## src/rtl/regfile_multiport_if.sv

```systemverilog
// Write, issue and read bundle between the writeback/issue logic and the register file.
// master = pipeline side, slave = register file side.
interface regfile_multiport_if #(
  parameter int DATA_WIDTH = 32,
  parameter int REG_COUNT  = 32,
  parameter int WR_PORTS   = 2,
  parameter int RD_PORTS   = 2
);
  localparam int AW = $clog2(REG_COUNT);

  logic                           wr_squash;
  logic [WR_PORTS-1:0]            wr_en;
  logic [WR_PORTS*AW-1:0]         wr_addr;
  logic [WR_PORTS*DATA_WIDTH-1:0] wr_data;
  logic                           issue_en;
  logic [AW-1:0]                  issue_addr;
  logic [RD_PORTS*AW-1:0]         rd_addr;
  logic [RD_PORTS*DATA_WIDTH-1:0] rd_data;
  logic [RD_PORTS-1:0]            rd_busy;
  logic                           busy_any;

  modport master (
    output wr_squash, wr_en, wr_addr, wr_data, issue_en, issue_addr, rd_addr,
    input  rd_data, rd_busy, busy_any
  );

  modport slave (
    input  wr_squash, wr_en, wr_addr, wr_data, issue_en, issue_addr, rd_addr,
    output rd_data, rd_busy, busy_any
  );
endinterface

```

## src/rtl/regfile_multiport.sv

```systemverilog
// Parametrised multi-port register file with optional read-during-write bypass
// and a per-register busy scoreboard for multi-cycle producers.
module regfile_multiport #(
  parameter int DATA_WIDTH = 32,
  parameter int REG_COUNT  = 32,
  parameter int WR_PORTS   = 2,
  parameter int RD_PORTS   = 2,
  parameter int BYPASS     = 1,
  parameter int ZERO_REG   = 0,
  parameter int AW         = $clog2(REG_COUNT)
) (
  input  logic              clk,
  input  logic              reset,
  regfile_multiport_if.slave rf
);

  logic [DATA_WIDTH-1:0] regs_q [REG_COUNT];
  logic [DATA_WIDTH-1:0] regs_d [REG_COUNT];
  logic [REG_COUNT-1:0]  busy_q, busy_d;

  logic [WR_PORTS-1:0]   we_eff;
  logic [AW-1:0]         waddr [WR_PORTS];
  logic [DATA_WIDTH-1:0] wdata [WR_PORTS];
  logic                  iss_eff;

  // Writes and issues are also dropped while reset is high, so the bypass
  // cannot leak in-flight data onto rd_data during reset.
  always_comb begin
    for (int unsigned p = 0; p < WR_PORTS; p++) begin
      waddr[p]  = rf.wr_addr[p*AW +: AW];
      wdata[p]  = rf.wr_data[p*DATA_WIDTH +: DATA_WIDTH];
      we_eff[p] = rf.wr_en[p] && !rf.wr_squash && !reset &&
                  !((ZERO_REG != 0) && (waddr[p] == '0));
    end
    iss_eff = rf.issue_en && !rf.wr_squash && !reset &&
              !((ZERO_REG != 0) && (rf.issue_addr == '0));
  end

  // Ascending port order lets the highest-numbered port win a conflict;
  // issue is applied after the clears so a newer producer stays outstanding.
  always_comb begin
    regs_d = regs_q;
    busy_d = busy_q;
    for (int unsigned p = 0; p < WR_PORTS; p++) begin
      if (we_eff[p]) begin
        regs_d[waddr[p]] = wdata[p];
        busy_d[waddr[p]] = 1'b0;
      end
    end
    if (iss_eff) busy_d[rf.issue_addr] = 1'b1;
    if (rf.wr_squash) busy_d = '0;
  end

  always_ff @(posedge clk or posedge reset) begin
    if (reset) begin
      regs_q <= '{default: '0};
      busy_q <= '0;
    end else begin
      regs_q <= regs_d;
      busy_q <= busy_d;
    end
  end

  always_comb begin
    logic [AW-1:0]         ra;
    logic [DATA_WIDTH-1:0] dv;
    logic                  bv;
    rf.rd_data = '0;
    rf.rd_busy = '0;
    for (int unsigned r = 0; r < RD_PORTS; r++) begin
      ra = rf.rd_addr[r*AW +: AW];
      dv = regs_q[ra];
      bv = busy_q[ra];
      if (BYPASS != 0) begin
        for (int unsigned p = 0; p < WR_PORTS; p++) begin
          if (we_eff[p] && (waddr[p] == ra)) begin
            dv = wdata[p];
            bv = 1'b0;
          end
        end
      end
      if ((ZERO_REG != 0) && (ra == '0)) begin
        dv = '0;
        bv = 1'b0;
      end
      rf.rd_data[r*DATA_WIDTH +: DATA_WIDTH] = dv;
      rf.rd_busy[r] = bv;
    end
  end

  assign rf.busy_any = |busy_q;

  a_port_counts: assert property (@(posedge clk) (WR_PORTS >= 1) && (RD_PORTS >= 1));
  a_reg_count_pow2: assert property (@(posedge clk)
    (REG_COUNT >= 2) && ((REG_COUNT & (REG_COUNT - 1)) == 0));

endmodule

```

## src/flat_wrapper.sv

```systemverilog
// flat-port wrapper written by rule: the top's interface ports become plain ports
module regfile_multiport_flat 
#(
  parameter int DATA_WIDTH = 32,
  parameter int REG_COUNT  = 32,
  parameter int WR_PORTS   = 2,
  parameter int RD_PORTS   = 2,
  parameter int BYPASS     = 1,
  parameter int ZERO_REG   = 0,
  parameter int AW         = $clog2(REG_COUNT)
)
  (clk, reset, rf_wr_squash, rf_wr_en, rf_wr_addr, rf_wr_data, rf_issue_en, rf_issue_addr, rf_rd_addr, rf_rd_data, rf_rd_busy, rf_busy_any);
  regfile_multiport_if #(.DATA_WIDTH(DATA_WIDTH), .REG_COUNT(REG_COUNT), .WR_PORTS(WR_PORTS), .RD_PORTS(RD_PORTS)) rf_i ();
  input  logic clk;
  input  logic reset;
  input wire logic [$bits(rf_i.wr_squash)-1:0] rf_wr_squash;
  input wire logic [$bits(rf_i.wr_en)-1:0] rf_wr_en;
  input wire logic [$bits(rf_i.wr_addr)-1:0] rf_wr_addr;
  input wire logic [$bits(rf_i.wr_data)-1:0] rf_wr_data;
  input wire logic [$bits(rf_i.issue_en)-1:0] rf_issue_en;
  input wire logic [$bits(rf_i.issue_addr)-1:0] rf_issue_addr;
  input wire logic [$bits(rf_i.rd_addr)-1:0] rf_rd_addr;
  output wire logic [$bits(rf_i.rd_data)-1:0] rf_rd_data;
  output wire logic [$bits(rf_i.rd_busy)-1:0] rf_rd_busy;
  output wire logic [$bits(rf_i.busy_any)-1:0] rf_busy_any;
  assign rf_i.wr_squash = rf_wr_squash;
  assign rf_i.wr_en = rf_wr_en;
  assign rf_i.wr_addr = rf_wr_addr;
  assign rf_i.wr_data = rf_wr_data;
  assign rf_i.issue_en = rf_issue_en;
  assign rf_i.issue_addr = rf_issue_addr;
  assign rf_i.rd_addr = rf_rd_addr;
  assign rf_rd_data = rf_i.rd_data;
  assign rf_rd_busy = rf_i.rd_busy;
  assign rf_busy_any = rf_i.busy_any;
  regfile_multiport #(.DATA_WIDTH(DATA_WIDTH), .REG_COUNT(REG_COUNT), .WR_PORTS(WR_PORTS), .RD_PORTS(RD_PORTS), .BYPASS(BYPASS), .ZERO_REG(ZERO_REG), .AW(AW)) u_core (.clk(clk), .reset(reset), .rf(rf_i));
endmodule
```

## config.mk

```make
export PLATFORM = sky130hd
export DESIGN_NAME = regfile_multiport_flat
export DESIGN_NICKNAME = d
export VERILOG_FILES = /design/src/rtl/regfile_multiport_if.sv /design/src/rtl/regfile_multiport.sv /design/src/flat_wrapper.sv
export SDC_FILE = /design/constraint.sdc
export NUM_CORES = 2
export LEC_CHECK = 0
export ABC_CLOCK_PERIOD_IN_PS = 42600
export BUFFER_PORTS_ARGS = -buffer_cell sky130_fd_sc_hd__buf_2
export CAP_MARGIN = 20
export CELL_PAD_IN_SITES_DETAIL_PLACEMENT = 1
export CELL_PAD_IN_SITES_GLOBAL_PLACEMENT = 1
export CORE_ASPECT_RATIO = 0.9
export CORE_MARGIN = 1
export CORE_UTILIZATION = 42
export CTS_CLUSTER_SIZE = 14
export DETAILED_ROUTE_END_ITERATION = 16
export PLACE_DENSITY = 0.69
export SLEW_MARGIN = 20
export SYNTH_ARGS = -nofsm -noshare
export SYNTH_HDL_FRONTEND = slang
export SYNTH_SLANG_ARGS = --single-unit
```

## constraint.sdc

```tcl
create_clock -name clk -period 42.6 [get_ports clk]
set_input_delay 0 -clock clk [delete_from_list [all_inputs] [get_ports clk]]
set_output_delay 0 -clock clk [all_outputs]
set_load 0.05 [all_outputs]
```

Word-level counts from Yosys, hierarchy flattened
Cells that the tools add are included.
Word-level totals
  bits in registers: 1056
  input port bits: 95
  output and inout bits: 67
  word-level logic and storage cells: 114
Cells by class
  order comparisons: 14
  equality and inequality tests: 4
  multiplexer cells: 36
  bitwise operators: 9
  reduce and logical (&&, ||, !) cells: 18
Operators with widths (number)
  bitwise mux 1024 bit: 2
  two-way mux 1024 bit: 2
  two-way mux 32 bit: 14
  binary-select mux 32 bit (select 5 bit): 2
  demux 32 bit (select 5 bit): 2
  bitwise AND 32 bit: 2
  inverter 32 bit: 2
  OR 32 bit: 1
  OR reduction 32 bit: 1
  less-than comparator 5 x 6 -> 1 bit, second input constant: 5
  >= comparator 6 bit, second input constant: 4
  inverter 5 -> 6 bit: 4
  equality test 5 bit: 4
  demux 1 bit (select 5 bit): 3
  >= comparator 5 x 1 -> 1 bit, second input constant: 3
  logical AND 1 bit: 15
  less-than comparator 6 x 1 -> 1 bit, second input constant: 2
  binary-select mux 1 bit (select 5 bit): 2
  two-way mux 1 bit: 9
  logical NOT 1 bit: 2

Depth between registers and ports, before layout
  depth in word-level cells: 12
  mapped depth: 11
  depth with buffers taken out: 6

Worst setup path after synthesis
Ideal clock, no wire load.
  kind: input port to output port
  start: input port rf_rd_addr[0]
  end: output port rf_rd_data[1]
  data arrival time: 2543 ps
  data required time: 42600 ps
  slack: 40057 ps
  stages on the path: 10
  path buffers: 4
  path through: clkbuf_2 > buf_6 > buf_6 > buf_6 > mux2i_1 > a221oi_1 > o21ai_0 > a211oi_1 > a211oi_1 > o21ai_0
Between the ends
  cells in the longest elaborated chain, start to end: 6
Ends and longest elaborated chain
  from (decl): line flat_wrapper.sv:22  | input wire logic [$bits(rf_i.rd_addr)-1:0] rf_rd_addr;
  inverter 5 -> 6 bit (implied by the code): line regfile_multiport.sv:72  | dv = regs_q[ra];
  binary-select mux 32 bit (select 5 bit): line regfile_multiport.sv:72
  two-way mux 32 bit (implied by the code) (2 in a row): line regfile_multiport.sv:72
  two-way mux 32 bit: line regfile_multiport.sv:76  | if (we_eff[p] && (waddr[p] == ra)) begin
  two-way mux 32 bit *: line regfile_multiport.sv:76
  to (decl): line flat_wrapper.sv:23  | output wire logic [$bits(rf_i.rd_data)-1:0] rf_rd_data;
Mark *: on every way between the ends. The rest lies on a longest branch, timed or not. The select of a mux whose other input is x is not followed.

Final worst setup path
  start: input port rf_wr_squash
  end: output port rf_rd_data[63]
Between the ends
  cells in the longest elaborated chain, start to end: 6
Ends and longest elaborated chain
  from (decl): line flat_wrapper.sv:16  | input wire logic [$bits(rf_i.wr_squash)-1:0] rf_wr_squash;
  logical NOT 1 bit *: line regfile_multiport.sv:32  | we_eff[p] = rf.wr_en[p] && !rf.wr_squash && !reset &&
  logical AND 1 bit (2 in a row): line regfile_multiport.sv:32
  logical AND 1 bit: line regfile_multiport.sv:76
  two-way mux 32 bit: line regfile_multiport.sv:76
  two-way mux 32 bit *: line regfile_multiport.sv:76
Mark *: on every way between the ends. The rest lies on a longest branch, timed or not.

==> results.toml <==
[status]
status = "finished, violations left"
violations = "DRC, hold timing"

[logic_synthesis]
yosysWarnings = 0
ys_seq_area_share_pct = 39.3
synth_top_family_by_area = "multiplexers"
synth_ff_type = "dfrtp_1"
synth-simple-area-share_pct = 9.06
syn_area_sq_mm = 0.0672
synth-adder-area-share_pct = 0
synth_seq_cells = 1056
synthArstFlopShare_pct = 100
synth_edf_count = 0
synth_mux_area_share_pct = 33.4
synth_top_area_share_pct = 39.3
synth_area_leaders = "dfrtp_1, mux2i_1, mux4_2"
post_synth.cell_area_avg_sq_um = 10.3
yosysTopAreaCell = "dfrtp_1"
synth-compound-area-share_pct = 12.6
synth-xor-area-share_pct = 0.261
synthCells = 6502
synth_nets = 6597
synth_cell_type_count = 61

[die]
pin_count = 162
initial_core_util_pct = 42.5
core_sq_mm = 0.158
die_h_um = 381
die_x_um = 424
die-area_sq_mm = 0.162
num_rows = 138

[routing]
wire_per_inst_um = 37.8
drc = 8
ant_nets = 0
vias = 59100
vias_per_cell = 7.00
drt_iter0_drc = 8369
finalWirelength_um = 319000
first_pass_iters = 12

[timing]
clock_skew_ns = 0
setup_ws_ns = 37.65
rsz0062_at_grt = "false"
setup_viol_count_final = 0
fin_crit_ns = 4.95
finalSetupTns_ns = 0
holdWs_ns = -0.0312
drv_slew = 0
relSlewSlack_pct = 13.1
fmax_mhz = 202
hold_viol_final = 31
min_period_over_period_pct = 11.6
tightest_slew_ns = 1.30

[power]
peakVddDrop_mv = 0.0386
p_comb_share_pct = 22.5
power_switching_w = 0.00101
p_leak_nw = 33.5
internal_power_w = 0.00216
clkPwrFrac_pct = 35.5
power_density_mw_per_mm2 = 42.7
swShare_pct = 31.8
seq_power_share_pct = 42.0

[finish]
finish.utilization_pct = 47.1
final_cell_mix = "mux2i_1, dfrtp_1, nor2_1, a21oi_1, mux4_2"
drive_gt1_share_pct = 18.2
layout.cells.non_filler = 8438
area_delta_synth_final_pct = 10.7
final_common_cell = "mux2i_1"
num-nets-final = 6326

[placement]
post-place-ws_ns = 37.84
gp_congestion = 0.904
dpl.hpwl_um = 180000
port_buffers = 161
dp.cells = 8086

[clocking]
cts_made_buffers = 120
clockBufferDepth = 3
clk_latency_ns = 0.79
cts_resized = 0
cts_tree = "done"
clkTransAtPathRegs_ns = 0.07
cts_sinks = 1056
root_buffer = "clkbuf_16"
htreeDepth = 3

[global_route]
gr-total-overflow = 0
antenna_found_initial = 20
grt_pass1_vias = 59800
grt_pass1_wl_um = 450000
track_usage_pct = 38.8
grt_max_degree = 152

[worst_setup_path]
cp-start-kind = "primary input"
crit_path_end_kind = "primary output"
worstPathRequired_ns = 42.60
crit_start = "rf_wr_squash"
path_cells = "dlygate4sd3_1, buf_2, nor3b_2, buf_4, nand4_1, nor3_1, or2_2, buf_4, nor3_1, nor2_1, buf_2"
r2r-start = "u_core.busy_q[26]"
crit_arrival_ns = 4.95
path_class = "in2out"
cpLargestDelayFamily = "buffers and inverters"
slowest_delay_ns = 0.77
path_buf_inv = 5
critPathSlowestCell = "nor3_1"
crit_fanout = 46

[worst_hold_path]
hold_path_class = "in2async"

[flow_run]
maxCapViolCount = 0
==> cell usage after synthesis (63+ instances only) <==
master,n
a21oi_1,793
a32oi_1,63
buf_1,115
buf_2,130
clkbuf_1,516
dfrtp_1,1056
mux2i_1,1104
mux4_2,482
nand2_1,441
nor2_1,861
o21ai_0,294
o22ai_1,70
==> flip-flops by register name (all words and copies together), names as in the netlist <==
| register | cells |
|---|---|
| u_core.regs_q | 1024 |
| u_core.busy_q | 32 |
==> what timing repair did <==
action | CTS | global route
hold buffers | 122 | 0
hold endpoints to repair | 1161 | 0
setup buffers | 0 | 0
setup endpoints to repair | 0 | 0
==> worst paths after layout <==
kind                                      end  slack, ns  cells after the start
setup / recovery               rf_rd_data[63]      37.65                     11
hold / removal              u_core.busy_q[16]      -0.03                      3
setup reg to reg            u_core.busy_q[26]      40.97                      3
hold reg to reg            u_core.regs_q[396]       0.58                      2
max in group asynchronous  u_core.regs_q[330]      39.29                      6
min in group clk           u_core.regs_q[547]       0.07                      5
==> worst register-to-register path: stages, from the launching register on <==
cell and delay, ns:
dfrtp_1 0.39, or3b_2 0.46, a21oi_1 0.15, dlygate4sd3_1 0.57
==> cells by family (layout without fill, tap and decap cells) <==
kind of cell | count (synthesis) | after routing
flip-flops | 1056 | 1056
multiplexers | 1636 | 1636
buffers and inverters | 827 | 657
XOR/XNOR | 20 | 20
AO/OA/AOI/OAI | 1474 | 1474
other | 0 | 6
AND/OR/NAND/NOR | 1489 | 1489
==> power by group through the flow <==
stage               combinational, W  clock [W]  sequential, W
floorplan                   0.000528          0        0.00129
global placement            0.000662          0        0.00132
detailed placement          0.000687          0        0.00134
CTS                         0.000702    0.00113        0.00132
global route                0.000757    0.00117        0.00135
finish                      0.000715    0.00113        0.00133
==> cell type report <==
cell class              instances  area (sq um)
diodes                          6          15.0
clock buffers                 177          3620
clock inverters                46           553
fillers                     17000         83600
inverters                       9          43.8
multi-input cells            4619         37800
flip-flops and latches       1056         26400
well taps                    2100          2630
repair buffers                425          3290
==> stage by stage <==
stage | power (W) | cell area, sq um
after floorplan | 0.00181 | 67200
after global placement | 0.00199 | 68800
after detailed placement | 0.00202 | 68900
after CTS | 0.00315 | 74300
after global routing | 0.00327 | 74300
final | 0.00318 | 74400
==> metal layers <==
layer / share of wire (%) / vias to the layer above / track usage (%)
li1: - / 23300 / -
met1: 38 / 30700 / 50.0
met2: 43 / 3966 / 56.8
met3: 11 / 1167 / 11.8
met4: 7.5 / 22 / 24.7
met5: 0.10 / - / 0.804
(Power assumes the default switching activity.)
